--- src/rtl/apb_sensor_monitor_pkg.sv ---
// Shared register map, channel state record and APB response states for apb_sensor_monitor.
package sensor_monitor_pkg;

    localparam int ADDR_WIDTH = 12;

    localparam logic [ADDR_WIDTH-1:0] REG_ALARM_STATUS = 12'h000;
    localparam logic [ADDR_WIDTH-1:0] REG_IRQ_EN       = 12'h002;
    localparam logic [ADDR_WIDTH-1:0] REG_CTRL         = 12'h004;
    localparam logic [ADDR_WIDTH-1:0] REG_INFO         = 12'h006;
    localparam logic [ADDR_WIDTH-1:0] CHAN_BASE        = 12'h020;
    localparam logic [ADDR_WIDTH-1:0] CHAN_STRIDE      = 12'h010;

    localparam logic [3:0] CH_VALUE     = 4'h0;
    localparam logic [3:0] CH_MIN       = 4'h2;
    localparam logic [3:0] CH_MAX       = 4'h4;
    localparam logic [3:0] CH_THRESH_LO = 4'h6;
    localparam logic [3:0] CH_THRESH_HI = 4'h8;
    localparam logic [3:0] CH_FLAGS     = 4'hA;
    localparam logic [3:0] CH_AVG       = 4'hC;

    // Fields are 16 bits wide so narrower channels read back zero-extended.
    typedef struct packed {
        logic [15:0] value;
        logic [15:0] min;
        logic [15:0] max;
        logic [15:0] thresh_lo;
        logic [15:0] thresh_hi;
        logic        seen;
    } chan_state_t;

    typedef enum logic {
        ST_IDLE = 1'b0,
        ST_RESP = 1'b1
    } apb_state_t;

endpackage

--- src/rtl/apb_sensor_monitor_if.sv ---
// 16-bit management APB bus carrying its own clock and asynchronous active-low reset.
interface apb_sensor_monitor_if #(
    parameter int ADDR_WIDTH = 12,
    parameter int DATA_WIDTH = 16
) (
    input logic pclk,
    input logic preset_n
);
    logic [ADDR_WIDTH-1:0] paddr;
    logic                  psel;
    logic                  penable;
    logic                  pwrite;
    logic [DATA_WIDTH-1:0] pwdata;
    logic [DATA_WIDTH-1:0] prdata;
    logic                  pready;
    logic                  pslverr;

    modport master (
        input  pclk, preset_n, prdata, pready, pslverr,
        output paddr, psel, penable, pwrite, pwdata
    );

    modport slave (
        input  pclk, preset_n, paddr, psel, penable, pwrite, pwdata,
        output prdata, pready, pslverr
    );
endinterface

--- src/rtl/apb_sensor_monitor_channel_tracker.sv ---
// One sensor channel: latest sample, min/max, alarm thresholds and compare.
// The EMA accumulator exists only when SENSOR_MONITOR_AVERAGING_EN is defined.
module sensor_channel_tracker
    import sensor_monitor_pkg::*;
#(
    parameter int SENSOR_WIDTH = 16,
    parameter int AVG_SHIFT    = 3
) (
    input  logic                    clk,
    input  logic                    rst_n,
    input  logic                    valid_i,
    input  logic [SENSOR_WIDTH-1:0] sample_i,
    input  logic                    clr_i,
    input  logic                    thr_lo_we_i,
    input  logic                    thr_hi_we_i,
    input  logic [SENSOR_WIDTH-1:0] wdata_i,
    output chan_state_t             state_o,
    output logic                    oor_o,
    output logic                    alarm_set_o
`ifdef SENSOR_MONITOR_AVERAGING_EN
    ,
    output logic [SENSOR_WIDTH-1:0] avg_o
`endif
);

    if (AVG_SHIFT < 0 || AVG_SHIFT > 8) begin : g_bad_shift
        $error("sensor_channel_tracker: AVG_SHIFT out of range");
    end

    logic [SENSOR_WIDTH-1:0] value_q, min_q, max_q, lo_q, hi_q;
    logic                    seen_q, oor_q;
    logic                    cmp_s;

    // Alarm set is combinational so status rises on the same edge VALUE updates.
    assign cmp_s       = (sample_i < lo_q) || (sample_i > hi_q);
    assign alarm_set_o = valid_i && cmp_s;

    // Sample, min/max, threshold and out-of-range flag registers.
    always_ff @(posedge clk or negedge rst_n) begin
        if (!rst_n) begin
            value_q <= '0;
            min_q   <= '0;
            max_q   <= '0;
            lo_q    <= '0;
            hi_q    <= '1;
            seen_q  <= 1'b0;
            oor_q   <= 1'b0;
        end else begin
            if (thr_lo_we_i) lo_q <= wdata_i;
            if (thr_hi_we_i) hi_q <= wdata_i;
            if (valid_i) begin
                value_q <= sample_i;
                oor_q   <= cmp_s;
            end
            if (clr_i) begin
                seen_q <= 1'b0;
                min_q  <= '0;
                max_q  <= '0;
            end else if (valid_i) begin
                if (!seen_q) begin
                    min_q  <= sample_i;
                    max_q  <= sample_i;
                    seen_q <= 1'b1;
                end else begin
                    if (sample_i < min_q) min_q <= sample_i;
                    if (sample_i > max_q) max_q <= sample_i;
                end
            end
        end
    end

`ifdef SENSOR_MONITOR_AVERAGING_EN
    localparam int ACC_WIDTH = SENSOR_WIDTH + AVG_SHIFT;
    logic [ACC_WIDTH-1:0] acc_q;

    // EMA accumulator; a strobe coinciding with a clear is ignored like for min/max.
    always_ff @(posedge clk or negedge rst_n) begin
        if (!rst_n) begin
            acc_q <= '0;
        end else if (valid_i && !clr_i) begin
            if (!seen_q) acc_q <= ACC_WIDTH'(sample_i) << AVG_SHIFT;
            else         acc_q <= acc_q + ACC_WIDTH'(sample_i) - (acc_q >> AVG_SHIFT);
        end
    end

    assign avg_o = SENSOR_WIDTH'(acc_q >> AVG_SHIFT);
`endif

    assign state_o.value     = 16'(value_q);
    assign state_o.min       = 16'(min_q);
    assign state_o.max       = 16'(max_q);
    assign state_o.thresh_lo = 16'(lo_q);
    assign state_o.thresh_hi = 16'(hi_q);
    assign state_o.seen      = seen_q;
    assign oor_o             = oor_q;

endmodule

--- src/rtl/apb_sensor_monitor.sv ---
// APB completer monitoring NUM_SENSORS channels with min/max, thresholds and sticky alarms.
// Optional per-channel EMA readback is enabled by SENSOR_MONITOR_AVERAGING_EN.
module apb_sensor_monitor
    import sensor_monitor_pkg::*;
#(
    parameter int NUM_SENSORS  = 8,
    parameter int SENSOR_WIDTH = 16,
    parameter int AVG_SHIFT    = 3
) (
    apb_sensor_monitor_if.slave                 apb,
    input  logic [NUM_SENSORS-1:0]              sensor_valid,
    input  logic [NUM_SENSORS*SENSOR_WIDTH-1:0] sensor_value,
    output logic                                irq
);

    if ($bits(apb.pwdata) != 16) begin : g_bad_dw
        $error("apb_sensor_monitor: APB DATA_WIDTH must be 16");
    end
    if (NUM_SENSORS < 1 || NUM_SENSORS > 16) begin : g_bad_num
        $error("apb_sensor_monitor: NUM_SENSORS must be 1..16");
    end
    if (SENSOR_WIDTH < 1 || SENSOR_WIDTH > 16) begin : g_bad_sw
        $error("apb_sensor_monitor: SENSOR_WIDTH must be 1..16");
    end

    localparam logic [7:0]  NUM_S8 = 8'(NUM_SENSORS);
    localparam logic [15:0] INFO_VAL = {3'b000, 5'(SENSOR_WIDTH), 3'b000, 5'(NUM_SENSORS)};

    apb_state_t             state_q;
    logic                   pready_q, pslverr_q, irq_q;
    logic [15:0]            prdata_q;
    logic [NUM_SENSORS-1:0] status_q, irq_en_q;

    chan_state_t            chan_s [NUM_SENSORS];
    logic [NUM_SENSORS-1:0] oor_s, alarm_set_s, thr_lo_we_s, thr_hi_we_s;
`ifdef SENSOR_MONITOR_AVERAGING_EN
    logic [SENSOR_WIDTH-1:0] avg_s [NUM_SENSORS];
    logic [SENSOR_WIDTH-1:0] sel_avg_s;
`endif

    logic [ADDR_WIDTH-1:0]  ch_rel_s;
    logic [7:0]             ch_idx_s;
    logic [3:0]             ch_off_s;
    logic                   is_chan_s, err_s, wr_commit_s, clr_s;
    logic [15:0]            rdata_s;
    logic [NUM_SENSORS-1:0] w1c_s;
    chan_state_t            sel_s;
    logic                   sel_oor_s;

    assign ch_rel_s  = apb.paddr - CHAN_BASE;
    assign ch_idx_s  = 8'(ch_rel_s[ADDR_WIDTH-1:4]);
    assign ch_off_s  = ch_rel_s[3:0];
    assign is_chan_s = (apb.paddr >= CHAN_BASE);

    // Writes take effect at the edge that closes the pready cycle, unless errored.
    assign wr_commit_s = (state_q == ST_RESP) && apb.psel && apb.penable && apb.pwrite && !pslverr_q;
    assign clr_s       = wr_commit_s && (apb.paddr == REG_CTRL) && apb.pwdata[0];
    assign w1c_s       = (wr_commit_s && (apb.paddr == REG_ALARM_STATUS)) ?
                         apb.pwdata[NUM_SENSORS-1:0] : '0;

    for (genvar i = 0; i < NUM_SENSORS; i++) begin : g_chan
        assign thr_lo_we_s[i] = wr_commit_s && is_chan_s && (ch_idx_s == 8'(i)) && (ch_off_s == CH_THRESH_LO);
        assign thr_hi_we_s[i] = wr_commit_s && is_chan_s && (ch_idx_s == 8'(i)) && (ch_off_s == CH_THRESH_HI);

        sensor_channel_tracker #(
            .SENSOR_WIDTH (SENSOR_WIDTH),
            .AVG_SHIFT    (AVG_SHIFT)
        ) u_tracker (
            .clk         (apb.pclk),
            .rst_n       (apb.preset_n),
            .valid_i     (sensor_valid[i]),
            .sample_i    (sensor_value[i*SENSOR_WIDTH +: SENSOR_WIDTH]),
            .clr_i       (clr_s),
            .thr_lo_we_i (thr_lo_we_s[i]),
            .thr_hi_we_i (thr_hi_we_s[i]),
            .wdata_i     (apb.pwdata[SENSOR_WIDTH-1:0]),
            .state_o     (chan_s[i]),
            .oor_o       (oor_s[i]),
            .alarm_set_o (alarm_set_s[i])
`ifdef SENSOR_MONITOR_AVERAGING_EN
            ,
            .avg_o       (avg_s[i])
`endif
        );
    end

    // Channel select, address decode and readback mux.
    always_comb begin
        sel_s     = '0;
        sel_oor_s = 1'b0;
`ifdef SENSOR_MONITOR_AVERAGING_EN
        sel_avg_s = '0;
`endif
        for (int i = 0; i < NUM_SENSORS; i++) begin
            sel_s     = (ch_idx_s == 8'(i)) ? chan_s[i] : sel_s;
            sel_oor_s = (ch_idx_s == 8'(i)) ? oor_s[i]  : sel_oor_s;
`ifdef SENSOR_MONITOR_AVERAGING_EN
            sel_avg_s = (ch_idx_s == 8'(i)) ? avg_s[i]  : sel_avg_s;
`endif
        end
        rdata_s = 16'h0000;
        err_s   = 1'b0;
        if (apb.paddr[0]) begin
            err_s = 1'b1;
        end else if (!is_chan_s) begin
            case (apb.paddr)
                REG_ALARM_STATUS: rdata_s = 16'(status_q);
                REG_IRQ_EN:       rdata_s = 16'(irq_en_q);
                REG_CTRL:         rdata_s = 16'h0000;
                REG_INFO: begin
                    rdata_s = INFO_VAL;
                    err_s   = apb.pwrite;
                end
                default:          err_s = 1'b1;
            endcase
        end else if (ch_idx_s >= NUM_S8) begin
            err_s = 1'b1;
        end else begin
            case (ch_off_s)
                CH_VALUE:     begin rdata_s = sel_s.value; err_s = apb.pwrite; end
                CH_MIN:       begin rdata_s = sel_s.min;   err_s = apb.pwrite; end
                CH_MAX:       begin rdata_s = sel_s.max;   err_s = apb.pwrite; end
                CH_THRESH_LO: rdata_s = sel_s.thresh_lo;
                CH_THRESH_HI: rdata_s = sel_s.thresh_hi;
                CH_FLAGS:     begin rdata_s = {14'h0000, sel_oor_s, sel_s.seen}; err_s = apb.pwrite; end
`ifdef SENSOR_MONITOR_AVERAGING_EN
                CH_AVG:       begin rdata_s = 16'(sel_avg_s); err_s = apb.pwrite; end
`endif
                default:      err_s = 1'b1;
            endcase
        end
    end

    // APB response FSM: one wait state, pready held for exactly one cycle.
    always_ff @(posedge apb.pclk or negedge apb.preset_n) begin
        if (!apb.preset_n) begin
            state_q   <= ST_IDLE;
            pready_q  <= 1'b0;
            prdata_q  <= 16'h0000;
            pslverr_q <= 1'b0;
        end else begin
            case (state_q)
                ST_IDLE: begin
                    if (apb.psel && apb.penable) begin
                        state_q   <= ST_RESP;
                        pready_q  <= 1'b1;
                        prdata_q  <= err_s ? 16'h0000 : rdata_s;
                        pslverr_q <= err_s;
                    end else begin
                        pready_q  <= 1'b0;
                    end
                end
                ST_RESP: begin
                    state_q  <= ST_IDLE;
                    pready_q <= 1'b0;
                end
                default: begin
                    state_q  <= ST_IDLE;
                    pready_q <= 1'b0;
                end
            endcase
        end
    end

    // Global registers; an alarm set beats a simultaneous W1C of the same bit.
    always_ff @(posedge apb.pclk or negedge apb.preset_n) begin
        if (!apb.preset_n) begin
            status_q <= '0;
            irq_en_q <= '0;
            irq_q    <= 1'b0;
        end else begin
            status_q <= (status_q & ~w1c_s) | alarm_set_s;
            if (wr_commit_s && (apb.paddr == REG_IRQ_EN)) irq_en_q <= apb.pwdata[NUM_SENSORS-1:0];
            irq_q    <= |(status_q & irq_en_q);
        end
    end

    assign apb.pready  = pready_q;
    assign apb.prdata  = prdata_q;
    assign apb.pslverr = pslverr_q;
    assign irq         = irq_q;

endmodule
--- src/flat_wrapper.sv ---
// flat-port wrapper written by rule: the top's interface ports become plain ports
module apb_sensor_monitor_flat import sensor_monitor_pkg::*;
#(
    parameter int NUM_SENSORS  = 8,
    parameter int SENSOR_WIDTH = 16,
    parameter int AVG_SHIFT    = 3
)
  (sensor_valid, sensor_value, irq, pclk, preset_n, apb_paddr, apb_psel, apb_penable, apb_pwrite, apb_pwdata, apb_prdata, apb_pready, apb_pslverr);
  apb_sensor_monitor_if apb_i (.pclk(pclk), .preset_n(preset_n));
  input  logic [NUM_SENSORS-1:0] sensor_valid;
  input  logic [NUM_SENSORS*SENSOR_WIDTH-1:0] sensor_value;
  output logic irq;
  input wire logic pclk;
  input wire logic preset_n;
  input wire logic [$bits(apb_i.paddr)-1:0] apb_paddr;
  input wire logic [$bits(apb_i.psel)-1:0] apb_psel;
  input wire logic [$bits(apb_i.penable)-1:0] apb_penable;
  input wire logic [$bits(apb_i.pwrite)-1:0] apb_pwrite;
  input wire logic [$bits(apb_i.pwdata)-1:0] apb_pwdata;
  output wire logic [$bits(apb_i.prdata)-1:0] apb_prdata;
  output wire logic [$bits(apb_i.pready)-1:0] apb_pready;
  output wire logic [$bits(apb_i.pslverr)-1:0] apb_pslverr;
  assign apb_i.paddr = apb_paddr;
  assign apb_i.psel = apb_psel;
  assign apb_i.penable = apb_penable;
  assign apb_i.pwrite = apb_pwrite;
  assign apb_i.pwdata = apb_pwdata;
  assign apb_prdata = apb_i.prdata;
  assign apb_pready = apb_i.pready;
  assign apb_pslverr = apb_i.pslverr;
  apb_sensor_monitor #(.NUM_SENSORS(NUM_SENSORS), .SENSOR_WIDTH(SENSOR_WIDTH), .AVG_SHIFT(AVG_SHIFT)) u_core (.apb(apb_i), .sensor_valid(sensor_valid), .sensor_value(sensor_value), .irq(irq));
endmodule
--- config.mk ---
export PLATFORM = sky130hd
export DESIGN_NAME = apb_sensor_monitor_flat
export DESIGN_NICKNAME = d
export VERILOG_FILES = /design/src/rtl/apb_sensor_monitor_pkg.sv /design/src/rtl/apb_sensor_monitor_if.sv /design/src/rtl/apb_sensor_monitor_channel_tracker.sv /design/src/rtl/apb_sensor_monitor.sv /design/src/flat_wrapper.sv
export SDC_FILE = /design/constraint.sdc
export NUM_CORES = 2
export LEC_CHECK = 0
export BUFFER_PORTS_ARGS = -buffer_cell sky130_fd_sc_hd__buf_4
export CORE_AREA = 2 2 340 342
export DETAILED_ROUTE_END_ITERATION = 7
export DIE_AREA = 0 0 342 344
export GPL_TIMING_DRIVEN = 0
export HOLD_SLACK_MARGIN = 0.06
export SYNTH_ARGS = -nofsm -noshare
export SYNTH_HDL_FRONTEND = slang
export SYNTH_SLANG_ARGS = --single-unit
--- constraint.sdc ---
create_clock -name pclk -period 5.7 [get_ports pclk]
set_input_delay 0.855 -clock pclk [delete_from_list [all_inputs] [get_ports pclk]]
set_output_delay 0.855 -clock pclk [all_outputs]
set_load 0.005 [all_outputs]
After elaboration in Yosys (flattened, before gate mapping)
Index checks and enable logic that the tools add are counted.
{"block": "word_totals", "output_inout_bits": 19, "inputBits": 169, "register_bits": 691}
{"block": "classes", "bitwise_logic": 5, "n_reduce_logical": 83, "n_lt_le_gt_ge": 34, "muxes": 110, "addsub": 1, "eq_ne": 31}
{"operator": "16-bit two-way mux", "count": 68}
{"operator": "81-bit two-way mux", "count": 8}
{"operator": "16-bit > comparator", "count": 16}
{"operator": "16-bit less-than comparator", "count": 16}
{"operator": "16-bit one-hot mux with 6 select lines", "count": 1}
{"operator": "3-bit by 1-bit inequality test with 1-bit output (second input constant)", "count": 16}
{"operator": "1-bit logical AND", "count": 42}
{"operator": "13-bit one-hot mux with 3 select lines", "count": 1}
{"operator": "2-bit AND reduction", "count": 17}
{"operator": "8-bit by 3-bit == test with 1-bit output (second input constant)", "count": 4}
{"operator": "1-bit two-way mux", "count": 28}
{"operator": "12-bit by 3-bit == test with 1-bit output (second input constant)", "count": 2}
{"operator": "8-bit bitwise AND", "count": 2}
{"operator": "8-bit by 2-bit == test with 1-bit output (second input constant)", "count": 2}
{"operator": "2-bit nonzero test", "count": 8}
{"operator": "12-bit by 2-bit == test with 1-bit output (second input constant)", "count": 1}
{"operator": "12-bit by 6-bit greater-or-equal comparator with 1-bit output (second input constant)", "count": 1}
{"operator": "12-bit zero test", "count": 1}
{"operator": "12-bit by 6-bit subtractor with 12-bit output (second input constant)", "count": 1}
{"operator": "4-bit by 3-bit == test with 1-bit output (second input constant)", "count": 2}
{"operator": "4-bit == test (second input constant)", "count": 2}
{"operator": "8-bit by 1-bit == test with 1-bit output (second input constant)", "count": 1}
{"operator": "8-bit by 4-bit greater-or-equal comparator with 1-bit output (second input constant)", "count": 1}
{"operator": "8-bit zero test", "count": 1}
{"operator": "13 further kinds", "count": 22}

Longest topological paths before layout
{"block": "logic_depth", "ltp_word": 15, "depth_mapped": 17, "ltp_nobuf": 10}

By module
From an unflattened synthesis, not the netlist that was laid out.
{"block": "hier_totals", "cells_unflattened": 4593, "hier_area_um2": 45026.9}
{"module": "sensor_channel_tracker (u_core.g_chan[4].u_tracker ...)", "cells_each": 450, "instances": 4, "area_each_um2": 4728.3}
{"module": "sensor_channel_tracker (u_core.g_chan[0].u_tracker ...)", "cells_each": 448, "instances": 4, "area_each_um2": 4689.5}
{"module": "apb_sensor_monitor", "cells_each": 1001, "instances": 1, "area_each_um2": 7355.8}

Worst setup path after synthesis
OpenSTA, ideal clock, no wires.
{"block": "synth_timing", "path_type": "input -> register", "from": "input port apb_paddr[5]", "to": "register u_core.g_chan[2].u_tracker.lo_q[10]", "stages": 14, "t_arrival_ns": 4.121, "slack_ns": 1.454, "cell_sequence": "buf_2 > inv_1 > clkbuf_1 > clkbuf_1 > clkbuf_1 > ha_1 > nor3b_4 > xor2_4 > nor4_2 > buf_2 > buf_2 > nand2_1 > buf_2 > mux2_2"}
{"block": "synth_via", "elab_chain_cells": 4, "elab_cells_between_ends": 6}
{"element": "start: declaration", "line_no": "flat_wrapper.sv:15", "source": "input wire logic [$bits(apb_i.paddr)-1:0] apb_paddr;"}
{"element": "12-bit by 6-bit subtractor with 12-bit output or 12-bit by 6-bit greater-or-equal comparator with 1-bit output (tied branches)", "line_no": "apb_sensor_monitor.sv:50, apb_sensor_monitor.sv:53"}
{"element": "8-bit by 2-bit == test with 1-bit output or 1-bit logical AND (tied branches)", "line_no": "apb_sensor_monitor.sv:62", "source": "assign thr_lo_we_s[i] = wr_commit_s && is_chan_s && (ch_idx_s == 8'(i)) && (ch_off_s == CH_THRESH_LO);"}
{"element": "1-bit logical AND * (2 in a row)", "line_no": "apb_sensor_monitor.sv:62"}
{"element": "end signal: assignment", "line_no": "apb_sensor_monitor_channel_tracker.sv:49", "source": "if (thr_lo_we_i) lo_q <= wdata_i;"}
{"element": "end: declaration", "line_no": "apb_sensor_monitor_channel_tracker.sv:30", "source": "logic [SENSOR_WIDTH-1:0] value_q, min_q, max_q, lo_q, hi_q;"}
Every way passes the cells marked *; elsewhere a longest branch is shown, timed or not.
A chain may end at the register's enable or synchronous reset.

Worst setup path in the final report
{"block": "layout_timing", "from": "input port apb_paddr[5]", "to": "register u_core.prdata_q[0] (netlist: u_core.apb.prdata[0])"}
{"block": "layout_via", "elab_chain_cells": 15, "elab_cells_between_ends": 34}
{"element": "12-bit by 6-bit subtractor with 12-bit output", "line_no": "apb_sensor_monitor.sv:50", "source": "assign ch_rel_s = apb.paddr - CHAN_BASE;"}
{"element": "8-bit zero test", "line_no": "apb_sensor_monitor.sv:95", "source": "sel_s = (ch_idx_s == 8'(i)) ? chan_s[i] : sel_s;"}
{"element": "81-bit two-way mux (8 in a row)", "line_no": "apb_sensor_monitor.sv:95"}
{"element": "16-bit one-hot mux with 6 select lines", "line_no": "apb_sensor_monitor.sv:119", "source": "case (ch_off_s)"}
{"element": "16-bit two-way mux", "line_no": "apb_sensor_monitor.sv:116", "source": "end else if (ch_idx_s >= NUM_S8) begin"}
{"element": "16-bit two-way mux", "line_no": "apb_sensor_monitor.sv:105", "source": "end else if (!is_chan_s) begin"}
{"element": "16-bit two-way mux", "line_no": "apb_sensor_monitor.sv:103", "source": "if (apb.paddr[0]) begin"}
{"element": "16-bit two-way mux *", "line_no": "apb_sensor_monitor.sv:147", "source": "prdata_q <= err_s ? 16'h0000 : rdata_s;"}
{"element": "end signal: assignment", "line_no": "apb_sensor_monitor.sv:147"}
{"element": "end: declaration", "line_no": "apb_sensor_monitor.sv:31", "source": "logic [15:0] prdata_q;"}
Marked as above.

==> summary.md <==
| Metric | Value |
|---|---|
| Post-Synth Adder-Cell Area | `0.137` |
| Slew @ Worst Pin | `1.73 ns` |
| Clk_lat worst skew | `0.72 ns` |
| Layout net count | `5,739` |
| Vias in the first global route | `40,300` |
| Seq/Total Area, Yosys | `0.384` |
| Final Slew Violations | `56` |
| Post-Synth XOR/XNOR Area | `0.00152` |
| Placed cell area | `48,900 sq um` |
| Type of origin of the critical path | `primary input` |
| Fillers | `11,200` |
| Gr usage total | `0.464` |
| Fmax achieved | `0.163 GHz` |
| Post-Syn Instances | `4,791` |
| Row Count | `124` |
| Share of cells above drive strength 1 | `0.186` |
| Max IR drop VDD | `326 uV` |
| Drt pass-1 iters | `8` |
| Syn nets | `5,458` |
| DR iter-0 viols | `6,141` |
| Crit path max fanout | `10` |
| Leakage | `24.0 nW` |
| Max-Cap Viols | `7` |
| Finished Core Util | `0.457` |
| Reg area | `17,500 sq um` |
| CTS buffer count | `85` |
| Port buffer count | `174` |
| PD cells | `369 nW/um^2` |
| Synth Area in Compound Gates | `0.185` |
| Synth Area in Simple Gates | `0.108` |
| Die Y | `344 um` |
| HP Class | `in2async` |
| Final setup viols | `1` |
| WP data arrival | `6.67 ns` |
| Yosys warnings | `0` |
| Register bit total from synthesis | `691` |
| EDFF count, synth | `0` |
| # IOs | `188` |
| H-tree depth | `3` |
| Die W | `342 um` |
| Pin count of the biggest net entering global routing | `117` |
| RR Endpoint | `u_core.g_chan[3].u_tracker.min_q[10]` |
| R2R Setup Slk | `1.49 ns` |
| CTS sink cnt | `691` |
| Via Count | `43,700` |
| Design Area, Final | `52,000 sq um` |
| Area Growth Syn to Fin | `14.6%` |
| Crit end category | `flip-flop` |
| CP required | `6.23 ns` |
| Status | `complete, but fails checks` |
| Routability cong. | `1.09` |
| Syn Area/Cell | `9.48 sq um` |
| Largest family of logic cells by synthesized area | `compound AO/OA/AOI/OAI gates` |
| CTS clk-pin slew, worst paths | `0.06 ns` |
| Async S/R FF share, synth | `1.00` |
| Hold_buf cts | `0` |
| WS Path Type | `in2reg` |
| First-pass GRT wire length | `366 mm` |
| Starting Density | `0.399` |
| Netlist cell types | `89` |
| Clk buf depth | `3` |
| Synth Flop Type | `dfrtp_1` |
| Max-slew headroom | `-0.152` |
| Remaining antenna violation count after routing | `0` |
| Fin crit share | `1.08` |
| Cell Count, Final, Fillers Out | `6,660` |
| Top Layer Used | `met5` |
| Hpwl dp | `222 mm` |
| Initial antenna violation count | `47` |
| Inst Count DP | `6,487` |
| Final worst setup slack | `-0.443 ns` |
| Clock skew | `0.0284 ns` |
| Area of the multi-input gates | `25,100 sq um` |
| DR vias/cell | `6.57` |
| Met3 wire len | `34.5 mm` |
| # DRC | `0` |
| Reg-to-Reg Start | `u_core.state_q` |
| Final WL | `277 mm` |
| CTS tree | `yes` |
| Fin. Hold Viols | `0` |
| Grt ovf | `0` |
| Tmin final | `6.14 ns` |
| Mux cell area share after synthesis | `0.116` |
| Core Footprint | `114,000 sq um` |
| Failing checks | `max-capacitance violations, max-slew violations, negative setup slack` |
| CTS Root Cell | `clkbuf_16` |
| M1 wire length | `114 mm` |
| Die footprint | `118,000 sq um` |
| Routed wire per std cell | `41.6 um` |
| Synth Cell Area | `45,400 sq um` |
| WL met2 | `110 mm` |
| R2R depth | `9` |
| RSZ-0062 raised after global routing | `false` |
## cell usage in the layout (no fill, tap or decap), types with 86 or more instances in the layout
cell type,count
nor2_1,250
mux2i_1,139
o21ai_0,355
dfstp_2,128
buf_4,191
nand3_1,170
dfrtp_1,563
nand2_1,404
a21o_1,105
a21oi_1,232
mux2_2,310
ha_1,498
inv_1,505
clkbuf_1,147
clkbuf_16,86
## cells in the mapped netlist, types with 20 or more instances
cell / n / area, sq um
dfrtp_1: 563 / 14100
inv_1: 506 / 1900
ha_1: 498 / 6230
nand2_1: 404 / 1520
o21ai_0: 360 / 1800
mux2_2: 310 / 3490
nor2_1: 252 / 946
a21oi_1: 232 / 1160
nand3_1: 172 / 861
clkbuf_1: 145 / 544
mux2i_1: 139 / 1390
dfstp_2: 128 / 3360
a21o_1: 105 / 788
buf_2: 74 / 370
a22oi_1: 67 / 503
nand4_1: 66 / 413
a211oi_1: 55 / 413
o31ai_1: 54 / 405
a221oi_1: 53 / 464
o22ai_1: 48 / 300
o211ai_1: 47 / 353
o21a_1: 46 / 345
nor2b_1: 43 / 269
a31oi_1: 41 / 257
buf_1: 38 / 143
nor3_1: 37 / 185
nand2b_1: 21 / 131
o221ai_1: 20 / 175
## timing repair
item | 4_1_cts | 5_1_grt
endpoints found under the setup margin | 273 | 28
pin swaps | 2 | 0
hold endpoints to repair | 0 | 0
resized for setup | 35 | 14
buffers inserted | 5 | 5
## through the flow
| stage | total power, mW | setup slack (ns) | hold slack, ns | TNS [ns] |
|---|---|---|---|---|
| 2_1_floorplan | 10.2 | 1.45 | 0.450 | 0 |
| 3_3_place_gp | 13.0 | -4.64 | 0.465 | -3269.20 |
| 3_5_place_dp | 13.2 | -3.07 | 0.483 | -433.90 |
| 4_1_cts | 18.9 | -0.0412 | 0.176 | -0.112 |
| 5_1_grt | 20.0 | 0.0489 | 0.216 | 0 |
| 6_report | 19.2 | -0.443 | 0.144 | -0.443 |
## power by group
| group | internal (mW) | leakage (nW) | switching [mW] |
|---|---|---|---|
| clock | 3.32 | 1.41 | 2.44 |
| sequential | 5.91 | 8.07 | 1.75 |
| combinational | 2.20 | 14.5 | 3.60 |
| total | 11.4 | 24.0 | 7.79 |
## critical path: stages
cell and delay, ns:
buf_4 0.16, buf_2 0.41, buf_2 0.68, buf_1 1.18
clkbuf_1 1.08, a21oi_1 0.67, o211ai_1 0.64, a21oi_1 0.26
a2111oi_2 0.45, a41oi_1 0.24
## layout make-up
type / count / area share
Antenna cell: 6 / 0.000289
Tap cell: 1512 / 0.0364
Sequential cell: 691 / 0.335
Timing Repair Buffer: 196 / 0.0313
Buffer: 262 / 0.0221
Inverter: 507 / 0.0366
Multi-Input combinational cell: 3329 / 0.483
Clock inverter: 32 / 0.00745
Clock buffer: 125 / 0.0478
## logic make-up after synthesis
family / count (synthesis)
muxes: 467
buffers and inverters: 771
and+or+nand+nor: 1074
adders and majority gates: 498
DFF: 691
xor gates and xnor gates: 4
AOI/OAI and AO/OA: 1286
## flip-flops by register name, summed over array words and instances, names as in the netlist, 8 cells and up
| register | count |
|---|---|
| u_core.g_chan.u_tracker.max_q | 128 |
| u_core.g_chan.u_tracker.value_q | 128 |
| u_core.apb.prdata | 16 |
| u_core.g_chan.u_tracker.seen_q | 8 |
| u_core.status_q | 8 |
| u_core.g_chan.u_tracker.lo_q | 128 |
| u_core.g_chan.u_tracker.oor_o | 8 |
| u_core.g_chan.u_tracker.hi_q | 128 |
| u_core.irq_en_q | 8 |
| u_core.g_chan.u_tracker.min_q | 128 |
## how the worst max path moves through the flow
stage | start | depth (start not counted) | slack (ns) | end
2_1_floorplan | apb_paddr[5] | 14 | 1.45 | u_core.g_chan[2].u_tracker.lo_q[10]
3_3_place_gp | preset_n | 1 | -4.64 | u_core.g_chan[4].u_tracker.max_q[12]
3_5_place_dp | apb_paddr[5] | 16 | -3.07 | u_core.apb.prdata[0]
4_1_cts | apb_paddr[5] | 14 | -0.04 | u_core.apb.prdata[5]
5_1_grt | apb_paddr[5] | 10 | 0.05 | u_core.apb.prdata[0]
6_report | apb_paddr[5] | 10 | -0.44 | u_core.apb.prdata[0]
## routing by layer
metal  global-route usage  vias up
met5                    0        -
li1                     -    17900
met1                0.634    22200
met4                0.243       34
met2                0.647     2951
met3                0.156      648
(Power assumes the default switching activity.)
